<file path="src/rtl/mem_stage.sv">
// mem_stage: MEM pipeline stage driving a req/ack data bus with lane steering, load extension and a watchdog.
// Define MEM_MISALIGN_TRAP_EN to trap misaligned half/word accesses instead of ignoring the low address bits.
module mem_stage (
    input  logic        clk,
    input  logic        rst,
    input  logic        MEM_MemRead_mem,
    input  logic        MEM_MemWrite_mem,
    input  logic [1:0]  MemSize_mem,
    input  logic        MemSigned_mem,
    input  logic [31:0] ALUResult_mem,
    input  logic [31:0] MemWriteData_mem,
    output logic        dmem_req,
    output logic        dmem_we,
    output logic [31:0] dmem_addr,
    output logic [31:0] dmem_wdata,
    output logic [3:0]  dmem_be,
    input  logic        dmem_ack,
    input  logic [31:0] dmem_rdata,
    output logic [31:0] MemReadData_mem,
    output logic        mem_stall,
    output logic        mem_fault
);
    typedef enum logic [1:0] {IDLE, WAIT, DONE} state_t;
    state_t      state, state_nx;
    logic [3:0]  wd;
    logic [1:0]  off, size_r;
    logic        signed_r, load_r;
    logic        pending, misalign, timeout;
    logic [3:0]  be_nx;
    logic [31:0] wdata_nx, load_val;
    logic [7:0]  rbyte;
    logic [15:0] rhalf;

    assign pending = MEM_MemRead_mem | MEM_MemWrite_mem;
`ifdef MEM_MISALIGN_TRAP_EN
    assign misalign = (MemSize_mem == 2'b01) ? ALUResult_mem[0] :
                      MemSize_mem[1] ? |ALUResult_mem[1:0] : 1'b0;
`else
    assign misalign = 1'b0;
`endif
    assign be_nx = (MemSize_mem == 2'b00) ? 4'b0001 << ALUResult_mem[1:0] :
                   (MemSize_mem == 2'b01) ? (ALUResult_mem[1] ? 4'b1100 : 4'b0011) : 4'b1111;
    assign wdata_nx = (MemSize_mem == 2'b00) ? {4{MemWriteData_mem[7:0]}} :
                      (MemSize_mem == 2'b01) ? {2{MemWriteData_mem[15:0]}} : MemWriteData_mem;
    assign rbyte = dmem_rdata[{off, 3'b000} +: 8];
    assign rhalf = off[1] ? dmem_rdata[31:16] : dmem_rdata[15:0];
    assign load_val = (size_r == 2'b00) ? {{24{signed_r & rbyte[7]}}, rbyte} :
                      (size_r == 2'b01) ? {{16{signed_r & rhalf[15]}}, rhalf} : dmem_rdata;
    // counter hits 15 on this edge without an ack
    assign timeout = (wd == 4'd14) && !dmem_ack;
    assign mem_stall = (state == WAIT) || (state == IDLE && pending);

    always_comb begin
        state_nx = state;
        case (state)
            IDLE: if (pending) begin
                if (misalign) state_nx = DONE;
                else state_nx = WAIT;
            end
            WAIT: if (dmem_ack || timeout) state_nx = DONE;
            default: state_nx = IDLE;
        endcase
    end

    always_ff @(posedge clk or negedge rst) begin
        if (!rst) begin
            state           <= IDLE;
            dmem_req        <= 1'b0;
            dmem_we         <= 1'b0;
            dmem_addr       <= '0;
            dmem_wdata      <= '0;
            dmem_be         <= '0;
            MemReadData_mem <= '0;
            mem_fault       <= 1'b0;
            wd              <= '0;
            off             <= '0;
            size_r          <= '0;
            signed_r        <= 1'b0;
            load_r          <= 1'b0;
        end else begin
            state     <= state_nx;
            mem_fault <= 1'b0;
            case (state)
                IDLE: if (pending) begin
                    dmem_addr <= {ALUResult_mem[31:2], 2'b00};
                    off       <= ALUResult_mem[1:0];
                    size_r    <= MemSize_mem;
                    signed_r  <= MemSigned_mem;
                    load_r    <= !MEM_MemWrite_mem;
                    wd        <= '0;
                    if (misalign) begin
                        mem_fault <= 1'b1;
                        if (!MEM_MemWrite_mem) MemReadData_mem <= '0;
                    end else begin
                        dmem_req   <= 1'b1;
                        dmem_we    <= MEM_MemWrite_mem;
                        dmem_be    <= be_nx;
                        dmem_wdata <= wdata_nx;
                    end
                end
                WAIT: if (dmem_ack) begin
                    dmem_req <= 1'b0;
                    if (load_r) MemReadData_mem <= load_val;
                end else if (timeout) begin
                    dmem_req        <= 1'b0;
                    mem_fault       <= 1'b1;
                    MemReadData_mem <= '0;
                end else begin
                    wd <= wd + 4'd1;
                end
                default: ;
            endcase
        end
    end
endmodule
</file>
<file path="config.mk">
export PLATFORM = sky130hd
export DESIGN_NAME = mem_stage
export DESIGN_NICKNAME = d
export VERILOG_FILES = /design/src/rtl/mem_stage.sv
export SDC_FILE = /design/constraint.sdc
export NUM_CORES = 1
export LEC_CHECK = 0
export ABC_AREA = 1
export BUFFER_PORTS_ARGS = -buffer_cell sky130_fd_sc_hd__buf_4
export CORE_MARGIN = 1
export CORE_UTILIZATION = 40
export DETAILED_ROUTE_END_ITERATION = 7
export PLACE_DENSITY = 0.7
export SYNTH_ARGS = -nofsm -noshare
export SYNTH_HDL_FRONTEND = slang
export SYNTH_SLANG_ARGS = --single-unit
export TNS_END_PERCENT = 50
</file>
<file path="constraint.sdc">
create_clock -name clk -period 2.15 [get_ports clk]
set_clock_uncertainty 0.15 [all_clocks]
set_input_delay 0.215 -clock clk [delete_from_list [all_inputs] [get_ports clk]]
set_output_delay 0.215 -clock clk [all_outputs]
set_load 0.03 [all_outputs]
</file>
== Word level (Yosys, flattened, before mapping) ==
Cells that the tools add are included.

* Bits of input ports: 104
* Word-level logic and storage cells: 70
* Output and inout bits: 104
* Latch bits: 0
* Register bits: 113
* Bits in writable memories: 0
* Bits in read-only memories: 0
* Memories kept: 0

* Magnitude comparators: 0
* Add/sub/neg operators: 1
* Reductions and logical operators: 16
* Equality and inequality tests: 10
* Mux-type cells: 25
* Multiply operators: 0
* Bitwise gates (word level): 3
* Div/mod/pow operators: 0
* Shift operators: 2

{| class="wikitable"
|+ Operators with widths
! kind !! number
|-
| 2-to-1 mux 32 bit || 7
|-
| indexed part select 32 x 6 -> 8 bit || 1
|-
| 2-to-1 mux 4 bit || 6
|-
| 2-to-1 mux 16 bit || 1
|-
| case mux 4 bit (2 select lines) || 1
|-
| == test 2 x 1 -> 1 bit, second input constant || 3
|-
| zero test 2 bit || 3
|-
| 2-to-1 mux 1 bit || 6
|-
| != test 2 bit, second input constant || 3
|-
| AND reduction 3 bit || 2
|-
| adder 4 x 1 -> 4 bit, second input constant || 1
|-
| == test 4 bit, second input constant || 1
|-
| 2-to-1 mux 2 bit || 2
|-
| != test 2 x 1 -> 1 bit, second input constant || 2
|-
| case mux 2 bit (2 select lines) || 1
|-
| AND reduction 2 bit || 2
|-
| AND reduction 4 bit || 1
|-
| nonzero test 2 bit || 2
|-
| left shift 1 x 2 -> 4 bit, first input constant || 1
|-
| != test 3 bit, second input constant || 1
|-
| bitwise AND 1 bit || 2
|-
| logical AND 1 bit || 2
|-
| zero test 1 bit || 2
|-
| logical OR 1 bit || 2
|-
| other kinds (2) || 2
|}

== Logic depth before layout (Yosys ltp) ==
* Word-level depth: 6
* Gate-level depth with buffers: 11
* Depth with buffers taken out: 10

== Least setup slack after synthesis ==
OpenSTA, ideal clock, no wires.

* Path type: reg2reg
* Start point: register wd[0]
* End point: register MemReadData_mem[7]
* Stages on the path, launching flop included: 11
* Path buffers: 1
* Period minus slack after synthesis: 1.586 ns
* Arrival time: 1.318 ns
* Required time: 1.883 ns
* Slack: 0.564 ns
* Setup time: 0.117 ns
* Path through: dfrtp_1 > inv_1 > ha_1 > nand3_1 > nand2_1 > inv_2 > nor2_1 > o21ai_2 > clkbuf_8 > nand2_1 > nand2_1

* Cells in the longest elaborated chain, start to end: 4

{| class="wikitable"
|+ Ends and longest elaborated chain
! what !! line !! text
|-
| start, declared || 25 || <nowiki>logic [3:0] wd;</nowiki>
|-
| start signal, assigned || 109 || <nowiki>wd <= wd + 4'd1;</nowiki>
|-
| == test 4 bit || 50 || <nowiki>assign timeout = (wd == 4'd14) && !dmem_ack;</nowiki>
|-
| logical AND 1 bit || 50 ||
|-
| nonzero test 2 bit (no line) || n/a ||
|-
| AND reduction 3 bit (no line) || n/a ||
|-
| end signal, assigned || 103 || <nowiki>if (load_r) MemReadData_mem <= load_val;</nowiki>
|-
| end, declared || 19 || <nowiki>output logic [31:0] MemReadData_mem,</nowiki>
|}

Every way passes these cells.
A chain may end at the register's enable or synchronous reset.

== Worst setup path after layout ==
* Start point: register state[0]
* End point: output port mem_stall

* Cells in the longest elaborated chain, start to end: 3
* Elaborated cells between the ends (all ways): 4
* Those cells by class: 1 x eq/ne; 3 x reduce/logical

{| class="wikitable"
|+ Ends and longest elaborated chain
! what !! line !! text
|-
| start, declared || 24 || <nowiki>state_t state, state_nx;</nowiki>
|-
| start signal, assigned || 81 || <nowiki>state <= state_nx;</nowiki>
|-
| zero test 2 bit || 51 || <nowiki>assign mem_stall = (state == WAIT) || (state == IDLE && pending);</nowiki>
|-
| logical AND 1 bit || 51 ||
|-
| logical OR 1 bit (*) || 51 ||
|-
| end, declared || 20 || <nowiki>output logic mem_stall,</nowiki>
|}

Mark *: on every way between the ends. The rest lies on a longest branch, timed or not.

==> summary.txt <==
Outcome
  – Status: complete, no violations

Logic synthesis
  – Post-synth ARST share: 1.00
  – Warnings, synthesis: 0
  – Top-area cell type share of the netlist area: 0.512
  – Unique masters post-synth: 36
  – Largest cells by area after synthesis: dfrtp_1, nand2_1, nand3_1, nor2_1, buf_2
  – Cell taking the most area after synthesis: dfrtp_1
  – Top_reg_cell synth: dfrtp_1
  – EDFF count, synth: 0
  – Cell count after synthesis: 698
  – Avg Inst Size Synth: 7.91 um2
  – Synth Register Bits: 113
  – Share of the yosys chip area belonging to registers: 0.512
  – Synth Cell Area: 5520 um2

Floorplan
  – I/O Pins: 208
  – Die area: 14,300 um2
  – Initial core utilization: 0.414
  – FP Rows: 42
  – Die height: 119 um
  – DIE WIDTH: 119 um
  – Core footprint: 13,300 um2

Power
  – Tot Pwr: 12,900 uW
  – Switching pwr: 5870 uW
  – Static leakage: 0.00444 uW
  – Clk pwr share: 0.193
  – PD cells: 1520 nW/um2
  – Internal power: 7010 uW
  – Switching Fraction: 0.456
  – Combinational share of power: 0.519
  – VDD IR max: 0.988 mV
  – Sequential Power Share: 0.289

Hold path
  – Min-Delay Path Class: in -> reg

Worst setup path
  – Crit path arrival time: 1580 ps
  – Req. time, crit path: 1780 ps
  – CP Max Fanout: 62
  – Startpoint types: flop
  – CP endpoint kind: primary output
  – Setup CP Type: reg -> out

STA
  – Hold slack: 20.4 ps
  – Post-route setup slack: 201 ps
  – Final period util: 0.907
  – Tmin final: 1950 ps
  – Final setup violation count: 0
  – Setup TNS: 0 ps
  – Fin. max-slew vios: 0
  – Hold Fails Final Rpt: 0
  – RSZ-0062 raised after global routing: false
  – Max Clock Freq: 0.513 GHz

Detailed routing
  – Routed WL per cell: 14.9 um
  – Antenna-violating nets left: 0
  – DRC: 0
  – Via count: 5,746
  – Vias per cell: 4.96
  – WL final: 17,300 um
  – DRT iter0 DRCs: 492
  – 1st-pass router iterations: 6

Placed design
  – Input/output buffers: 205
  – Placed cell areas: 7170 um2
  – Placer Congestion: 0.853
  – Hpwl dp: 11,300 um
  – Post-place setup slack: 321 ps

GRT
  – Grt ovf: 0
  – Antenna violations before repair: 0
  – GRT Total Usage: 0.252
  – Largest net degree at the start of global routing: 63
  – First-pass GRT wire length: 28,100 um
  – Vias in the first global route: 5,719

Cells and area
  – Post-Layout Inst Area: 8450 um2
  – Syn-to-layout area delta: 53.0%
  – FILL cells: 1,138
  – Ant diodes: 0
  – Net count, final: 1,077
  – Share of layout cells above drive strength 1: 0.283

CTS
  – CTS Sinks: 113
  – Reg clk slew, reported paths: 50 ps
  – H-tree depth: 4
  – CTS tree: yes
  – Setup bufs post-CTS: 0
  – Number of CTS-inserted buffers: 17
  – CTS max path bufs: 2
  – Clk_lat worst skew: 410 ps
  – Cell chosen for the clock root: clkbuf_16

Run
  – Max cap viols: 0
[registers in the layout, indices dropped and copies added (netlist names)]
| register | cells |
|---|---|
| dmem_req | 1 |
| wd | 4 |
| off | 2 |
| size_r | 2 |
| dmem_addr | 30 |
| dmem_we | 1 |
| dmem_wdata | 32 |
| load_r | 1 |
| signed_r | 1 |
| dmem_be | 4 |
| MemReadData_mem | 32 |
| mem_fault | 1 |
| state | 2 |
[Yosys cell counts, types with 2 or more instances]
cell,count
nand2_2,3
a31oi_1,9
buf_2,16
o21ai_0,16
clkbuf_8,2
clkbuf_1,11
a41oi_1,8
nand2_1,301
o21ai_2,2
inv_1,18
inv_2,5
nor2_1,49
dfrtp_1,113
buf_4,5
nand3_1,95
nor2_4,2
a22oi_1,2
o21bai_1,2
buf_6,7
ha_1,2
o21a_1,2
a21oi_1,2
nand2_4,4
nor2_2,10
[through the flow]
stage	util	cells
2_1_floorplan	-	699
5_1_grt	0.633	1159
3_5_place_dp	0.537	1053
6_report	0.633	1159
3_3_place_gp	0.537	1053
4_1_cts	0.632	1159
[worst paths after layout]
kind,from,slack [ps],cells after the start,endpoint
setup / recovery,state[0],200,5,mem_stall
hold / removal,dmem_rdata[2],20,5,MemReadData_mem[2]
setup reg to reg,wd[0],290,10,MemReadData_mem[23]
hold reg to reg,MemReadData_mem[28],320,2,MemReadData_mem[28]
max in group asynchronous,rst,1060,3,dmem_addr[6]
min in group asynchronous,rst,150,2,wd[3]
[power by group through the flow]
stage	Combinational, uW	Sequential [uW]	Clock, uW
after detailed placement	6580	3690	0
final	6680	3710	2480
after floorplan	2670	5350	0
after global routing	7240	3840	2630
after global placement	6490	3720	0
after CTS	6680	3710	2520
[what timing repair did]
item                                    4_1_cts  5_1_grt
hold buffers                                 75        0
hold endpoints to repair                    105        0
endpoints found under the setup margin        0        1
gates resized for setup                       0        1
[worst max-delay path: stages, from the launching register on]
cell and delay [ps]:
dfrtp_1 380, nor2_1 200, o21ai_4 90, buf_6 240
nand2_1 120, buf_4 160
[kinds of logic after synthesis]
family	count (synthesis)	share of synthesized area
simple gates	471	0.364
flops	113	0.512
other cells	1	0.000679
fa+ha+maj	2	0.00453
buf+inv	66	0.0655
compound gates	45	0.0528
[per-layer routing]
metal / vias up / track usage / wire length [um]
met3: 33 / 0.0651 / 1430
met5: - / 0 / 0
met1: 2665 / 0.311 / 7220
li1: 2780 / - / -
met2: 268 / 0.412 / 8220
met4: 0 / 0.117 / 401
[area by class of cell]
cell class                      instances  area [um2]  share of cell area
Sequential cell                       113        2830               0.335
Timing Repair Buffer                  295        2440               0.289
Multi-Input combinational cell        520        2340               0.277
Clock buffer                           25         485              0.0575
Tap cell                              176         220              0.0261
Inverter                               24        92.6              0.0110
Clock inverter                          6        32.5             0.00385
[cells in the final DEF, fill, tap and decap left out, types with 2 or more instances in the layout]
cell type      instances
a21oi_1                2
a22oi_1                2
a31oi_1                9
a41oi_1                8
buf_12                 3
buf_4                216
clkbuf_1               5
clkbuf_16             17
clkbuf_8               3
clkinv_2               5
conb_1                 2
dfrtp_1              113
dlygate4sd3_1         75
ha_1                   2
inv_1                 18
inv_2                  5
nand2_1              301
nand2_2                3
nand2_4                4
nand3_1               95
nor2_1                49
nor2_2                10
nor2_4                 2
o21a_1                 2
o21ai_0               16
o21bai_1               2
No activity file was read; power rests on OpenSTA's default activity.
